--- src/rtl/dram_arbiter_pkg.sv ---
// Shared types and constants for the data-RAM arbiter.
package dram_arbiter_pkg;

    typedef enum logic {
        ARB_M0 = 1'b0,
        ARB_M1 = 1'b1
    } arb_sel_e;

    localparam int unsigned DRAM_MAX_BURST = 16;

endpackage

--- src/rtl/dram_arbiter_if.sv ---
// Request/grant/read-return bundle for both masters plus the RAM port.
interface dram_arbiter_if #(
    parameter int unsigned AW = 32,
    parameter int unsigned DW = 32
);

    logic          m0_req;
    logic          m1_req;
    logic          m0_we;
    logic          m1_we;
    logic [AW-1:0] m0_addr;
    logic [AW-1:0] m1_addr;
    logic [DW-1:0] m0_wdata;
    logic [DW-1:0] m1_wdata;
    logic          m1_lock;
    logic          m0_gnt;
    logic          m1_gnt;
    logic          m0_rvalid;
    logic          m1_rvalid;
    logic [DW-1:0] m0_rdata;
    logic [DW-1:0] m1_rdata;
    logic          ram_we;
    logic [AW-1:0] ram_a;
    logic [DW-1:0] ram_wd;
    logic [DW-1:0] ram_rd;

    // Requesters and the RAM as seen from outside the arbiter.
    modport master (
        output m0_req, m1_req, m0_we, m1_we, m0_addr, m1_addr,
        output m0_wdata, m1_wdata, m1_lock, ram_rd,
        input  m0_gnt, m1_gnt, m0_rvalid, m1_rvalid, m0_rdata, m1_rdata,
        input  ram_we, ram_a, ram_wd
    );

    modport slave (
        input  m0_req, m1_req, m0_we, m1_we, m0_addr, m1_addr,
        input  m0_wdata, m1_wdata, m1_lock, ram_rd,
        output m0_gnt, m1_gnt, m0_rvalid, m1_rvalid, m0_rdata, m1_rdata,
        output ram_we, ram_a, ram_wd
    );

endinterface

--- src/rtl/dram_arbiter_arb_rr2.sv ---
// Combinational 2-way round-robin grant with override inputs; output is one-hot or zero.
module arb_rr2
    import dram_arbiter_pkg::*;
(
    input  logic [1:0] req,
    input  arb_sel_e   last,
    input  logic       force_m1,
    input  logic       force_m0,
    output logic [1:0] gnt
);

    always_comb begin
        gnt = 2'b00;
        if (force_m1 && req[1]) begin
            gnt = 2'b10;
        end else if (force_m0 && req[0]) begin
            gnt = 2'b01;
        end else begin
            unique case (req)
                2'b01:   gnt = 2'b01;
                2'b10:   gnt = 2'b10;
                2'b11:   gnt = (last == ARB_M1) ? 2'b01 : 2'b10;
                default: gnt = 2'b00;
            endcase
        end
    end

endmodule

--- src/rtl/dram_arbiter.sv ---
// Shares the data-RAM port between CPU (m0) and bulk engine (m1): round-robin with m1 burst lock,
// zero-latency grant and a registered one-cycle read return.
module dram_arbiter
    import dram_arbiter_pkg::*;
#(
    parameter int unsigned AW        = 32,
    parameter int unsigned DW        = 32,
    parameter int unsigned MAX_BURST = DRAM_MAX_BURST
) (
    input logic           clk,
    input logic           rst,
    dram_arbiter_if.slave bus
);

    localparam int unsigned CntW = $clog2(MAX_BURST + 1);
    localparam logic [CntW-1:0] MaxCnt = CntW'(MAX_BURST);

    arb_sel_e      last_gnt_q, last_gnt_d;
    logic [CntW-1:0] burst_cnt_q, burst_cnt_d;
    logic          lock_hold;
    logic          force_m0;
    logic [1:0]    arb_gnt;
    logic [1:0]    gnt;
    logic [AW-1:0] addr_mux;
    logic [DW-1:0] wdata_mux;
    logic          we_mux;
    logic          m0_rvalid_q, m1_rvalid_q;
    logic [DW-1:0] m0_rdata_q, m1_rdata_q;

    // A non-zero count means m1 won the previous edge with lock set.
    assign lock_hold = (burst_cnt_q != '0) && (burst_cnt_q < MaxCnt) && bus.m1_req;
    assign force_m0  = (burst_cnt_q == MaxCnt) && bus.m0_req;

    arb_rr2 u_arb (
        .req      ({bus.m1_req, bus.m0_req}),
        .last     (last_gnt_q),
        .force_m1 (lock_hold),
        .force_m0 (force_m0),
        .gnt      (arb_gnt)
    );

    assign gnt        = rst ? 2'b00 : arb_gnt;
    assign bus.m0_gnt = gnt[0];
    assign bus.m1_gnt = gnt[1];

    always_comb begin
        addr_mux  = bus.m0_addr;
        wdata_mux = bus.m0_wdata;
        we_mux    = 1'b0;
        unique case (gnt)
            2'b01: we_mux = bus.m0_we;
            2'b10: begin
                addr_mux  = bus.m1_addr;
                wdata_mux = bus.m1_wdata;
                we_mux    = bus.m1_we;
            end
            default: ;
        endcase
    end

    assign bus.ram_a  = addr_mux;
    assign bus.ram_wd = wdata_mux;
    assign bus.ram_we = we_mux;

    always_comb begin
        last_gnt_d  = last_gnt_q;
        burst_cnt_d = '0;
        if (gnt[0]) begin
            last_gnt_d = ARB_M0;
        end
        if (gnt[1]) begin
            last_gnt_d = ARB_M1;
            if (bus.m1_lock) begin
                burst_cnt_d = (burst_cnt_q == MaxCnt) ? MaxCnt : burst_cnt_q + CntW'(1);
            end
        end
    end

    always_ff @(posedge clk) begin
        if (rst) begin
            last_gnt_q  <= ARB_M1;
            burst_cnt_q <= '0;
            m0_rvalid_q <= 1'b0;
            m1_rvalid_q <= 1'b0;
            m0_rdata_q  <= '0;
            m1_rdata_q  <= '0;
        end else begin
            last_gnt_q  <= last_gnt_d;
            burst_cnt_q <= burst_cnt_d;
            m0_rvalid_q <= gnt[0] & ~bus.m0_we;
            m1_rvalid_q <= gnt[1] & ~bus.m1_we;
            if (gnt[0] && !bus.m0_we) begin
                m0_rdata_q <= bus.ram_rd;
            end
            if (gnt[1] && !bus.m1_we) begin
                m1_rdata_q <= bus.ram_rd;
            end
        end
    end

    assign bus.m0_rvalid = m0_rvalid_q;
    assign bus.m1_rvalid = m1_rvalid_q;
    assign bus.m0_rdata  = m0_rdata_q;
    assign bus.m1_rdata  = m1_rdata_q;

endmodule

--- src/flat_wrapper.sv ---
// flat-port wrapper written by rule: the top's interface ports become plain ports
module dram_arbiter_flat import dram_arbiter_pkg::*;
#(
    parameter int unsigned AW        = 32,
    parameter int unsigned DW        = 32,
    parameter int unsigned MAX_BURST = DRAM_MAX_BURST
)
  (clk, rst, bus_m0_req, bus_m1_req, bus_m0_we, bus_m1_we, bus_m0_addr, bus_m1_addr, bus_m0_wdata, bus_m1_wdata, bus_m1_lock, bus_ram_rd, bus_m0_gnt, bus_m1_gnt, bus_m0_rvalid, bus_m1_rvalid, bus_m0_rdata, bus_m1_rdata, bus_ram_we, bus_ram_a, bus_ram_wd);
  dram_arbiter_if #(.AW(AW), .DW(DW)) bus_i ();
  input logic clk;
  input logic rst;
  input wire logic [$bits(bus_i.m0_req)-1:0] bus_m0_req;
  input wire logic [$bits(bus_i.m1_req)-1:0] bus_m1_req;
  input wire logic [$bits(bus_i.m0_we)-1:0] bus_m0_we;
  input wire logic [$bits(bus_i.m1_we)-1:0] bus_m1_we;
  input wire logic [$bits(bus_i.m0_addr)-1:0] bus_m0_addr;
  input wire logic [$bits(bus_i.m1_addr)-1:0] bus_m1_addr;
  input wire logic [$bits(bus_i.m0_wdata)-1:0] bus_m0_wdata;
  input wire logic [$bits(bus_i.m1_wdata)-1:0] bus_m1_wdata;
  input wire logic [$bits(bus_i.m1_lock)-1:0] bus_m1_lock;
  input wire logic [$bits(bus_i.ram_rd)-1:0] bus_ram_rd;
  output wire logic [$bits(bus_i.m0_gnt)-1:0] bus_m0_gnt;
  output wire logic [$bits(bus_i.m1_gnt)-1:0] bus_m1_gnt;
  output wire logic [$bits(bus_i.m0_rvalid)-1:0] bus_m0_rvalid;
  output wire logic [$bits(bus_i.m1_rvalid)-1:0] bus_m1_rvalid;
  output wire logic [$bits(bus_i.m0_rdata)-1:0] bus_m0_rdata;
  output wire logic [$bits(bus_i.m1_rdata)-1:0] bus_m1_rdata;
  output wire logic [$bits(bus_i.ram_we)-1:0] bus_ram_we;
  output wire logic [$bits(bus_i.ram_a)-1:0] bus_ram_a;
  output wire logic [$bits(bus_i.ram_wd)-1:0] bus_ram_wd;
  assign bus_i.m0_req = bus_m0_req;
  assign bus_i.m1_req = bus_m1_req;
  assign bus_i.m0_we = bus_m0_we;
  assign bus_i.m1_we = bus_m1_we;
  assign bus_i.m0_addr = bus_m0_addr;
  assign bus_i.m1_addr = bus_m1_addr;
  assign bus_i.m0_wdata = bus_m0_wdata;
  assign bus_i.m1_wdata = bus_m1_wdata;
  assign bus_i.m1_lock = bus_m1_lock;
  assign bus_i.ram_rd = bus_ram_rd;
  assign bus_m0_gnt = bus_i.m0_gnt;
  assign bus_m1_gnt = bus_i.m1_gnt;
  assign bus_m0_rvalid = bus_i.m0_rvalid;
  assign bus_m1_rvalid = bus_i.m1_rvalid;
  assign bus_m0_rdata = bus_i.m0_rdata;
  assign bus_m1_rdata = bus_i.m1_rdata;
  assign bus_ram_we = bus_i.ram_we;
  assign bus_ram_a = bus_i.ram_a;
  assign bus_ram_wd = bus_i.ram_wd;
  dram_arbiter #(.AW(AW), .DW(DW), .MAX_BURST(MAX_BURST)) u_core (.clk(clk), .rst(rst), .bus(bus_i));
endmodule
--- config.mk ---
export PLATFORM = sky130hd
export DESIGN_NAME = dram_arbiter_flat
export DESIGN_NICKNAME = d
export VERILOG_FILES = /design/src/rtl/dram_arbiter_pkg.sv /design/src/rtl/dram_arbiter_if.sv /design/src/rtl/dram_arbiter_arb_rr2.sv /design/src/rtl/dram_arbiter.sv /design/src/flat_wrapper.sv
export SDC_FILE = /design/constraint.sdc
export NUM_CORES = 1
export LEC_CHECK = 0
export CORE_AREA = 4 4 115 117
export CTS_BUF_LIST = sky130_fd_sc_hd__clkbuf_8
export CTS_CLUSTER_SIZE = 20
export DETAILED_ROUTE_END_ITERATION = 12
export DIE_AREA = 0 0 119 121
export DONT_BUFFER_PORTS = 1
export GPL_TIMING_DRIVEN = 1
export HOLD_SLACK_MARGIN = 0.02
export MAX_ROUTING_LAYER = met4
export PLACE_DENSITY = 0.52
export SLEW_MARGIN = 20
export SYNTH_ARGS = -nofsm -noshare
export SYNTH_HDL_FRONTEND = slang
export SYNTH_HIERARCHICAL = 1
export SYNTH_SLANG_ARGS = --single-unit
--- constraint.sdc ---
create_clock -name clk -period 3.93 [get_ports clk]
set_input_delay 0.9825 -clock clk [delete_from_list [all_inputs] [get_ports clk]]
set_output_delay 0.9825 -clock clk [all_outputs]
set_load 0.05 [all_outputs]
### After elaboration in Yosys (flattened, before gate mapping)

Index checks and enable logic that the tools add are counted.

* register bits after elaboration: 72
* output and inout bits: 133
* bits of input ports: 167
* logic and storage cells: 43

* equal/unequal tests: 6
* add/subtract/negate cells: 1
* bitwise gates (word level): 6
* multiplexer cells: 9
* order comparisons: 1
* reductions and logical operators: 13

Operators with widths (count)
* 32-bit two-way mux: 2
* 2-bit two-way mux: 4
* 1-bit logical AND: 7
* 2-bit == test, second input constant: 3
* 2-bit one-hot mux with 3 select lines: 1
* 5-bit by 1-bit adder with 5-bit output, second input constant: 1
* 5-bit == test, second input constant: 1
* 5-bit less-than comparator, second input constant: 1
* 5-bit two-way mux: 1
* 5-bit nonzero test: 1
* 2-bit by 1-bit == test with 1-bit output, second input constant: 2
* 1-bit inverter: 4
* 4-bit OR reduction: 1
* 3-bit OR reduction: 1
* 1-bit bitwise AND: 2
* 1-bit logical NOT: 2
* 1-bit one-hot mux with 2 select lines: 1
* 2-bit OR reduction: 1

### Longest topological paths before layout

Gate-level depths: netlist of the first run.

* depth after elaboration: 8
* mapped depth: 13
* gate-level depth less buffers: 11

### Cells and area by module

Netlist of the first run, hierarchy kept.

By module, submodules not included
* dram_arbiter: times used 1, area an instance 3582.2 µm², sequential area each 1441.4 µm², cells an instance 390
* arb_rr2: times used 1, area an instance 23.8 µm², sequential area each 0.0 µm², cells an instance 4

### Least setup slack after synthesis of the first run

No wires, ideal clock.

* path type: in2out
* from: input bus_m0_req
* to: output bus_ram_we
* path buffers: 2
* slack: -0.761 ns
* data arrival time: 3.709 ns
* data required time: 2.947 ns
* stages on the path: 9
* path through: and3_1 > o21bai_1 > o21a_1 > nor2b_1 > ha_1 > buf_2 > buf_2 > a22oi_1 > nor2_1

* word-level cells in the longest chain between the ends: 7
* elaborated cells on any way between the ends: 12
* those cells by class: eq/ne: 5; mux: 5; reduce/logical: 2

RTL lines
* start: declaration: RTL line flat_wrapper.sv:12 `input wire logic [$bits(bus_i.m0_req)-1:0] bus_m0_req;`
* 2-bit == test (tied with other cells): RTL line dram_arbiter_arb_rr2.sv:19 `unique case (req)`
* 2-bit one-hot mux with 3 select lines / 1-bit logical AND (equally long branches): RTL line dram_arbiter_arb_rr2.sv:19, dram_arbiter_arb_rr2.sv:16
* 2-bit two-way mux *: RTL line dram_arbiter_arb_rr2.sv:16 `end else if (force_m0 && req[0]) begin`
* 2-bit two-way mux *: RTL line dram_arbiter_arb_rr2.sv:14 `if (force_m1 && req[1]) begin`
* named net u_core.arb_gnt[1]: RTL line dram_arbiter.sv:22 `logic [1:0] arb_gnt;`
* 2-bit two-way mux *: RTL line dram_arbiter.sv:42 `assign gnt = rst ? 2'b00 : arb_gnt;`
* named net bus_m1_gnt: RTL line flat_wrapper.sv:23 `output wire logic [$bits(bus_i.m1_gnt)-1:0] bus_m1_gnt;`
* 2-bit == test / 2-bit by 1-bit == test with 1-bit output (equally long branches): RTL line dram_arbiter.sv:50 `unique case (gnt)`
* 1-bit one-hot mux with 2 select lines *: RTL line dram_arbiter.sv:50
* end: declaration: RTL line flat_wrapper.sv:28 `output wire logic [$bits(bus_i.ram_we)-1:0] bus_ram_we;`

Mark *: on every way through the listed nets, which the timed path passes. The rest lies on a longest branch.

### Final worst setup path of the first run

* from: register u_core.burst_cnt_q[0]
* to: output bus_ram_wd[4]

* word-level cells in the longest chain between the ends: 8
* elaborated cells on any way between the ends: 13
* those cells by class: order compare: 1; eq/ne: 2; mux: 4; reduce/logical: 6

RTL lines
* start: declaration: RTL line dram_arbiter.sv:19 `logic [CntW-1:0] burst_cnt_q, burst_cnt_d;`
* start signal: assignment: RTL line dram_arbiter.sv:89 `burst_cnt_q <= burst_cnt_d;`
* 5-bit == test: RTL line dram_arbiter.sv:32 `assign force_m0 = (burst_cnt_q == MaxCnt) && bus.m0_req;`
* 1-bit logical AND: RTL line dram_arbiter.sv:32
* named net u_core.force_m0: RTL line dram_arbiter.sv:21 `logic force_m0;`
* 1-bit logical AND: RTL line dram_arbiter_arb_rr2.sv:16
* 2-bit two-way mux: RTL line dram_arbiter_arb_rr2.sv:16
* 2-bit two-way mux: RTL line dram_arbiter_arb_rr2.sv:14
* named net u_core.arb_gnt[1]: RTL line dram_arbiter.sv:22
* 2-bit two-way mux: RTL line dram_arbiter.sv:42
* 2-bit == test: RTL line dram_arbiter.sv:50
* 32-bit two-way mux: RTL line dram_arbiter.sv:50
* end: declaration: RTL line flat_wrapper.sv:30 `output wire logic [$bits(bus_i.ram_wd)-1:0] bus_ram_wd;`

The timed path passes the listed nets, and every way through them passes these cells.

==> results.yml, run 1 <==
detailed_routing:
  drtAntennaViolNets: 0
  vias: 2719
  routed_wl_mm: 12.7
  drcViolationCount: 0
  first_iter_violations: 143
  post_drt_wl_per_cell_um: 22.4
  via_per_inst: 4.78
  drtPass1Iterations: 4
synthesis:
  synth-simple-area-share_pct: 18.3
  syn_nets: 565
  synth_xor_area_share_pct: 0.729
  yosysMostFrequentCell: "dfxtp_1"
  ys_seq_area_share_pct: 40.0
  ys_ff_latch: 72
  synth_top_family_by_area: "multiplexers"
  syn-cell-area_um2: 3610
  synth_compound_area_share_pct: 10.8
  synth.distinct_cells: 28
  synthMuxAreaShare_pct: 20.0
  synth_warnings: 6
  synth_area_leaders: "dfxtp_1, mux2_2, nand3b_1, nand2b_1, o21ai_0"
  synthesis.instances: 394
  synth_edf_count: 0
  syn_area_per_cell_um2: 9.15
  async_flop_share_pct: 0
  yosys.area.top_type: "dfxtp_1"
  synth_adder_area_share_pct: 1.39
  synth_common_cells: "dfxtp_1, mux2_2, inv_1"
  synth_top_area_share_pct: 40.0
  synthFlopType: "dfxtp_1"
global_route:
  grt_antenna_before_repair: 7
  grt_pass1_wl_mm: 17.5
  grt_start_max_net_pins: 71
  grt_pass1_vias: 2610
  grt-ovfl-total: 0
  grt_use_total_pct: 16.6
setup_path:
  critPathKind: "flop to output pin"
  crit_path_start_kind: "flop"
  r2r_setup_slack_ns: 1.45
  reg2reg_depth: 9
  cp_slowest_stage_delay_ns: 0.49
  path_cells: "inv_1 -> ha_1 -> nor3b_2 -> and3_1 -> o21bai_1 -> o21a_1 -> nor2b_4 -> ha_2 -> buf_12 -> mux2_2"
  cp_slowest_cell: "mux2_2"
  cp_max_fo: 29
  crit_required_ns: 2.95
  crit_path_end_kind: "output pin"
  r2r_end: "u_core/bus.m0_rdata[13]$_SDFFE_PP0P_"
  timing.rr.start: "u_core/burst_cnt_q[0]$_SDFF_PP0_"
  arrival_ns: 2.82
floorplanning:
  die_x_um: 119
  core_area_um2: 12400
  io_pins: 300
  die_area_um2: 14400
  rows: 41
  initial_core_util_pct: 29.2
  die_y_um: 121
pwr:
  pwr-share-seq_pct: 45.6
  p_total_mw: 1.99
  swShare_pct: 34.6
  vdd_drop_max_mv: 0.218
  clockPowerShare_pct: 35.8
  p_sw_uw: 689
  pwr-share-comb_pct: 18.6
  p_leak_nw: 1.56
  power_density_nw_per_um2: 486
  internal-power_mw: 1.30
cts:
  clk_path_buf_depth: 2
  clkLatencyLatePin_ns: 0.34
  numCtsBuffers: 9
  htree_levels: 3
  clock-sinks: 72
  clk_pin_slew_worst_paths_ns: 0.07
  cts_tree: "done"
  clockRootBuffer: "clkbuf_8"
layout:
  syn_to_final_growth_pct: 13.7
  multi_input_area_um2: 1940
  layout-drive-gt1-share_pct: 26.0
  nets: 554
  nFillCells: 1291
  final_cells: 569
  regArea_um2: 1440
placed_design:
  placed_cells: 544
  gp_congestion: 0.863
  place_ws_ns: 0.327
  portBuffers: 0
  dp_hpwl_mm: 10.1
sta:
  hold_viol: 0
  max_clock_freq_mhz: 263
  fin_ws_ns: 0.127
  grt_setup_unrepaired: "yes"
  post-route-period-util_pct: 96.8
  worst_pin_slew_ns: 0.845
  report.final.slew_viol_count: 0
  relSlewSlack_pct: 43.7
  period_minus_slack_ns: 3.80
  skew_ns: 0.0114
  setup_viol_count_final: 0
min_path:
  holdCritStartpoint: "u_core/burst_cnt_q[0]$_SDFF_PP0_"
  whs_endpoint: "u_core/burst_cnt_q[0]$_SDFF_PP0_"
  hp-class: "flop to flop"
  hold_path_depth: 1
outcome:
  status: "finished clean"
run:
  maxCapViolations: 0
==> final cells by class <==
cell class              instances  share of cell area, %
inverters                      40                   3.66
clock inverters                 6                   2.63
clock buffers                  10                   3.36
flip-flops and latches         72                   35.2
well taps                     172                   5.25
diodes                          9                  0.549
multi-input cells             254                   47.4
repair buffers                  6                   2.01
==> registers in the layout (all words and copies together), names as in the netlist <==
| signal | flops |
|---|---|
| u_core/bus.m0_rdata | 32 |
| u_core/bus.m1_rdata | 32 |
| u_core/burst_cnt_q | 5 |
| u_core/bus.m0_rvalid | 1 |
| u_core/bus.m1_rvalid | 1 |
| u_core/last_gnt_q | 1 |
==> stage by stage <==
stage                     hold slack (ns)  area (um2)  setup TNS [ns]  util, %
after floorplan                     0.430        3620         -0.0253        -
after global placement              0.445        3760               0     30.4
after detailed placement            0.478        3760               0     30.4
after CTS                           0.493        4010               0     32.4
after global routing                0.524        4100           -1.87     33.1
final                               0.481        4100               0     33.2
==> worst max-delay path by stage <==
| stage | from | end | slack, ns | cells past startpoint |
|---|---|---|---|---|
| 2_1_floorplan | bus_m0_req | bus_ram_we | -0.03 | 9 |
| 3_3_place_gp | bus_m1_req | bus_ram_a[12] | 0.35 | 8 |
| 3_5_place_dp | bus_m0_req | bus_ram_a[14] | 0.33 | 7 |
| 4_1_cts | u_core/burst_cnt_q[0]$_SDFF_PP0_ | bus_ram_a[13] | 0.02 | 11 |
| 5_1_grt | u_core/burst_cnt_q[0]$_SDFF_PP0_ | bus_ram_a[7] | -0.05 | 10 |
| 6_report | u_core/burst_cnt_q[0]$_SDFF_PP0_ | bus_ram_wd[4] | 0.13 | 10 |
==> power by group through the flow <==
stage / combinational, mW / clock [mW] / sequential, mW
after floorplan: 0.339 / 0 / 0.915
after global placement: 0.355 / 0 / 0.927
after detailed placement: 0.361 / 0 / 0.927
after CTS: 0.361 / 0.732 / 0.910
after global routing: 0.386 / 0.770 / 0.913
final: 0.371 / 0.713 / 0.909
==> timing repair <==
| item | in CTS | in global routing |
|---|---|---|
| hold buffers | 0 | 0 |
| endpoints found under the setup margin | 0 | 65 |
| gates resized for setup | 0 | 18 |
| setup buffers | 0 | 0 |
==> routing by layer <==
layer	wire length [um]	track usage (%)
met3	1670	9.74
met2	6110	25.6
met4	208	5.94
met1	4730	17.8
met5	0	-
==> worst max-delay path: cells and delay by family (launching register included) <==
family	cells	cell delay (ns)
adders and majority gates	2	0.41
buffers and inverters	2	0.28
and+or+nand+nor	3	0.53
AOI/OAI and AO/OA	2	0.37
DFF	1	0.37
muxes	1	0.49
==> kinds of logic (layout without fill, tap and decap cells) <==
kind of cell / after synthesis / count (layout)
AO/OA/AOI/OAI: 70 / 70
XOR/XNOR: 3 / 3
adder cells (fa/ha/maj): 4 / 4
buffers and inverters: 68 / 62
flip-flops: 72 / 72
multiplexers: 64 / 64
other: 0 / 9
AND/OR/NAND/NOR: 113 / 113
==> cell usage in the layout, fill, tap and decap left out, drive strengths merged, types with 3 or more instances in the layout <==
| master | Yosys | routed |
|---|---|---|
| buf | 18 | 6 |
| bufinv | 0 | 3 |
| clkbuf | 10 | 10 |
| dfxtp | 72 | 72 |
| diode | 0 | 9 |
| ha | 4 | 4 |
| inv | 40 | 41 |
| mux2 | 64 | 64 |
| nand2 | 32 | 32 |
| nand2b | 32 | 32 |
| nand3b | 33 | 33 |
| nor2 | 7 | 7 |
| nor3b | 3 | 3 |
| o21ai | 65 | 65 |
Power figures use the tool's default switching activity.
==> run 2: changes to the inputs <==
GPL_TIMING_DRIVEN = 0   (was 1)
PLACE_DENSITY = 0.54   (was 0.52)
SYNTH_HIERARCHICAL = default   (was 1)
==> run 2 against run 1 <==
Against the previous run: sequential power decreased by 0.7%; setup slack got worse by 0.018 ns; worst hold slack got worse by 0.048 ns; combinational power increased by 33%; clock power decreased by 26%; critical path depth decreased by 1; via count increased by 12%; non-clock buffer count increased by 30; wire length increased by 21%; count of clock-buffer cells in the layout increased by 1; critical endpoint is now bus_ram_wd[12]; highest routed layer unchanged.
==> results.yml, run 2 <==
outcome:
  status: "finished clean"
sta:
  worst_pin_slew_ns: 0.571
  post-route-period-util_pct: 97.2
  grt_setup_unrepaired: "no"
  max_clock_freq_mhz: 262
  relSlewSlack_pct: 61.9
  setup_viol_count_final: 0
  hold_viol: 0
  period_minus_slack_ns: 3.82
  report.final.slew_viol_count: 0
  skew_ns: 0.00743
  fin_ws_ns: 0.108
global_route:
  grt_pass1_vias: 3037
  grt_antenna_before_repair: 0
  grt_use_total_pct: 20.7
  grt-ovfl-total: 0
  grt_pass1_wl_mm: 21.3
  grt_start_max_net_pins: 12
floorplanning:
  die_x_um: 119
  rows: 41
  initial_core_util_pct: 31.0
  io_pins: 300
  die_y_um: 121
  core_area_um2: 12400
  die_area_um2: 14400
setup_path:
  crit_path_start_kind: "flop"
  r2r_setup_slack_ns: 1.90
  cp_slowest_stage_delay_ns: 0.43
  cp_slowest_cell: "a21boi_4"
  crit_path_end_kind: "output pin"
  crit_buf_inv: 3
  path_cells: "inv_2 -> ha_4 -> nor3b_4 -> maj3_2 -> a21boi_4 -> ha_4 -> clkbuf_16 -> clkbuf_16 -> mux2_4"
  cp_max_fo: 10
  critPathKind: "flop to output pin"
  cp_top_family: "adder cells"
  arrival_ns: 2.84
  crit_required_ns: 2.95
detailed_routing:
  drtAntennaViolNets: 0
  first_iter_violations: 219
  vias: 3058
  via_per_inst: 5.17
  routed_wl_mm: 15.4
  drcViolationCount: 0
  post_drt_wl_per_cell_um: 26.0
  drtPass1Iterations: 4
layout:
  final_cells: 592
  final_common_cell: "dfxtp_1"
  nFillCells: 1241
  final_cell_mix: "dfxtp_1, nand2b_1, o21ai_0"
  antenna_cells: 0
  layout-drive-gt1-share_pct: 27.4
  final_area_um2: 4690
  nets: 587
  syn_to_final_growth_pct: 22.3
pwr:
  power_density_nw_per_um2: 411
  p_total_mw: 1.93
  p_leak_nw: 1.75
  vdd_drop_max_mv: 0.139
cts:
  numCtsBuffers: 9
  htree_levels: 3
  clk_pin_slew_worst_paths_ns: 0.08
  hold_buffers: 0
  clockRootBuffer: "clkbuf_8"
  clkLatencyLatePin_ns: 0.35
  clock-sinks: 72
  clk_path_buf_depth: 2
  cts_tree: "done"
synthesis:
  synth_common_cells: "dfxtp_1, nand2b_1, mux2_2"
  synth_area_leaders: "dfxtp_1, mux2_2, nand2b_1, mux2i_1, o21ai_0"
  yosys.area.top_type: "dfxtp_1"
  yosysMostFrequentCell: "dfxtp_1"
  syn_area_per_cell_um2: 9.58
  synth_warnings: 0
  syn-cell-area_um2: 3830
  ys_seq_area_share_pct: 37.6
  synth.distinct_cells: 29
  synth_edf_count: 0
  synthFlopType: "dfxtp_1"
  synth_top_area_share_pct: 37.6
  ys_ff_latch: 72
  synthesis.instances: 400
  async_flop_share_pct: 0
  syn_nets: 571
placed_design:
  dp_hpwl_mm: 12.7
  gp_congestion: 0.863
  placed_cells: 572
  portBuffers: 0
  place_ws_ns: -0.733
  placed_area_um2: 4080
run:
  maxCapViolations: 0
min_path:
  hp-class: "flop to flop"
[run 2: metal layers]
metal / global-route usage [%] / up-vias / routed length, um
li1: - / 1402 / -
met1: 21.5 / 1452 / 5510
met2: 34.6 / 188 / 7800
met3: 11.5 / 16 / 1900
met4: 4.49 / 0 / 191
met5: - / - / 0
[run 2: path summary, 6_finish.rpt]
path                                          from                              endpoint  depth (start not counted)
setup reg to reg  u_core.burst_cnt_q[1]$_SDFF_PP0_  u_core.bus.m1_rdata[24]$_SDFFE_PP0P_                          9
hold / removal    u_core.burst_cnt_q[0]$_SDFF_PP0_      u_core.burst_cnt_q[0]$_SDFF_PP0_                          1
hold reg to reg   u_core.burst_cnt_q[0]$_SDFF_PP0_      u_core.burst_cnt_q[0]$_SDFF_PP0_                          1
setup / recovery  u_core.burst_cnt_q[1]$_SDFF_PP0_                        bus_ram_wd[12]                          9
[run 2: report_power, final]
group / leakage [nW] / total [mW] / internal, mW / switching (mW)
clock network: 0.0924 / 0.529 / 0.256 / 0.273
logic: 1.07 / 0.493 / 0.159 / 0.334
registers: 0.588 / 0.903 / 0.763 / 0.139
[run 2: through the flow]
stage	TNS, ns	util [%]	hold WS (ns)
3_5_place_dp	-42.02	33.0	0.458
4_1_cts	0	37.2	0.436
3_3_place_gp	-41.38	33.0	0.441
5_1_grt	0	37.9	0.445
2_1_floorplan	0	-	0.430
6_report	0	37.9	0.433
[run 2: cells by family (layout without fill, tap and decap cells)]
| logic type | after synthesis | in the layout | synth area share (%) |
|---|---|---|---|
| AND/OR/NAND/NOR | 118 | 118 | 19.2 |
| multiplexers | 96 | 96 | 27.2 |
| flip-flops | 72 | 72 | 37.6 |
| AO/OA/AOI/OAI | 70 | 70 | 9.60 |
| buffers and inverters | 36 | 56 | 4.15 |
| adder cells (fa/ha/maj) | 5 | 5 | 1.57 |
| XOR/XNOR | 3 | 3 | 0.686 |
[run 2: cell type report]
type,count,area (um2),area share (%)
clock inverter,4,21.3,0.454
buffer,31,283,6.03
inverter,5,18.8,0.401
multi-input combinational,292,2510,53.5
sequential,72,1440,30.8
timing repair buffer,5,45.0,0.961
clock buffer,11,151,3.23
tap,172,215,4.59
[run 2: repair_timing]
item | CTS | global route
setup endpoints to repair | 65 | 65
gates resized for setup | 81 | 13
gates cloned | 0 | 2
setup buffers | 0 | 3
pin swaps | 4 | 6
[run 2: worst reg2reg max path, cell delays in order, from the launching register on]
cell and delay (ns):
dfxtp_2 0.35, inv_2 0.05, ha_4 0.15, nor3b_4 0.16
o211ai_1 0.27, and4b_1 0.25, clkbuf_2 0.13, buf_6 0.19
buf_6 0.20, mux2i_1 0.21
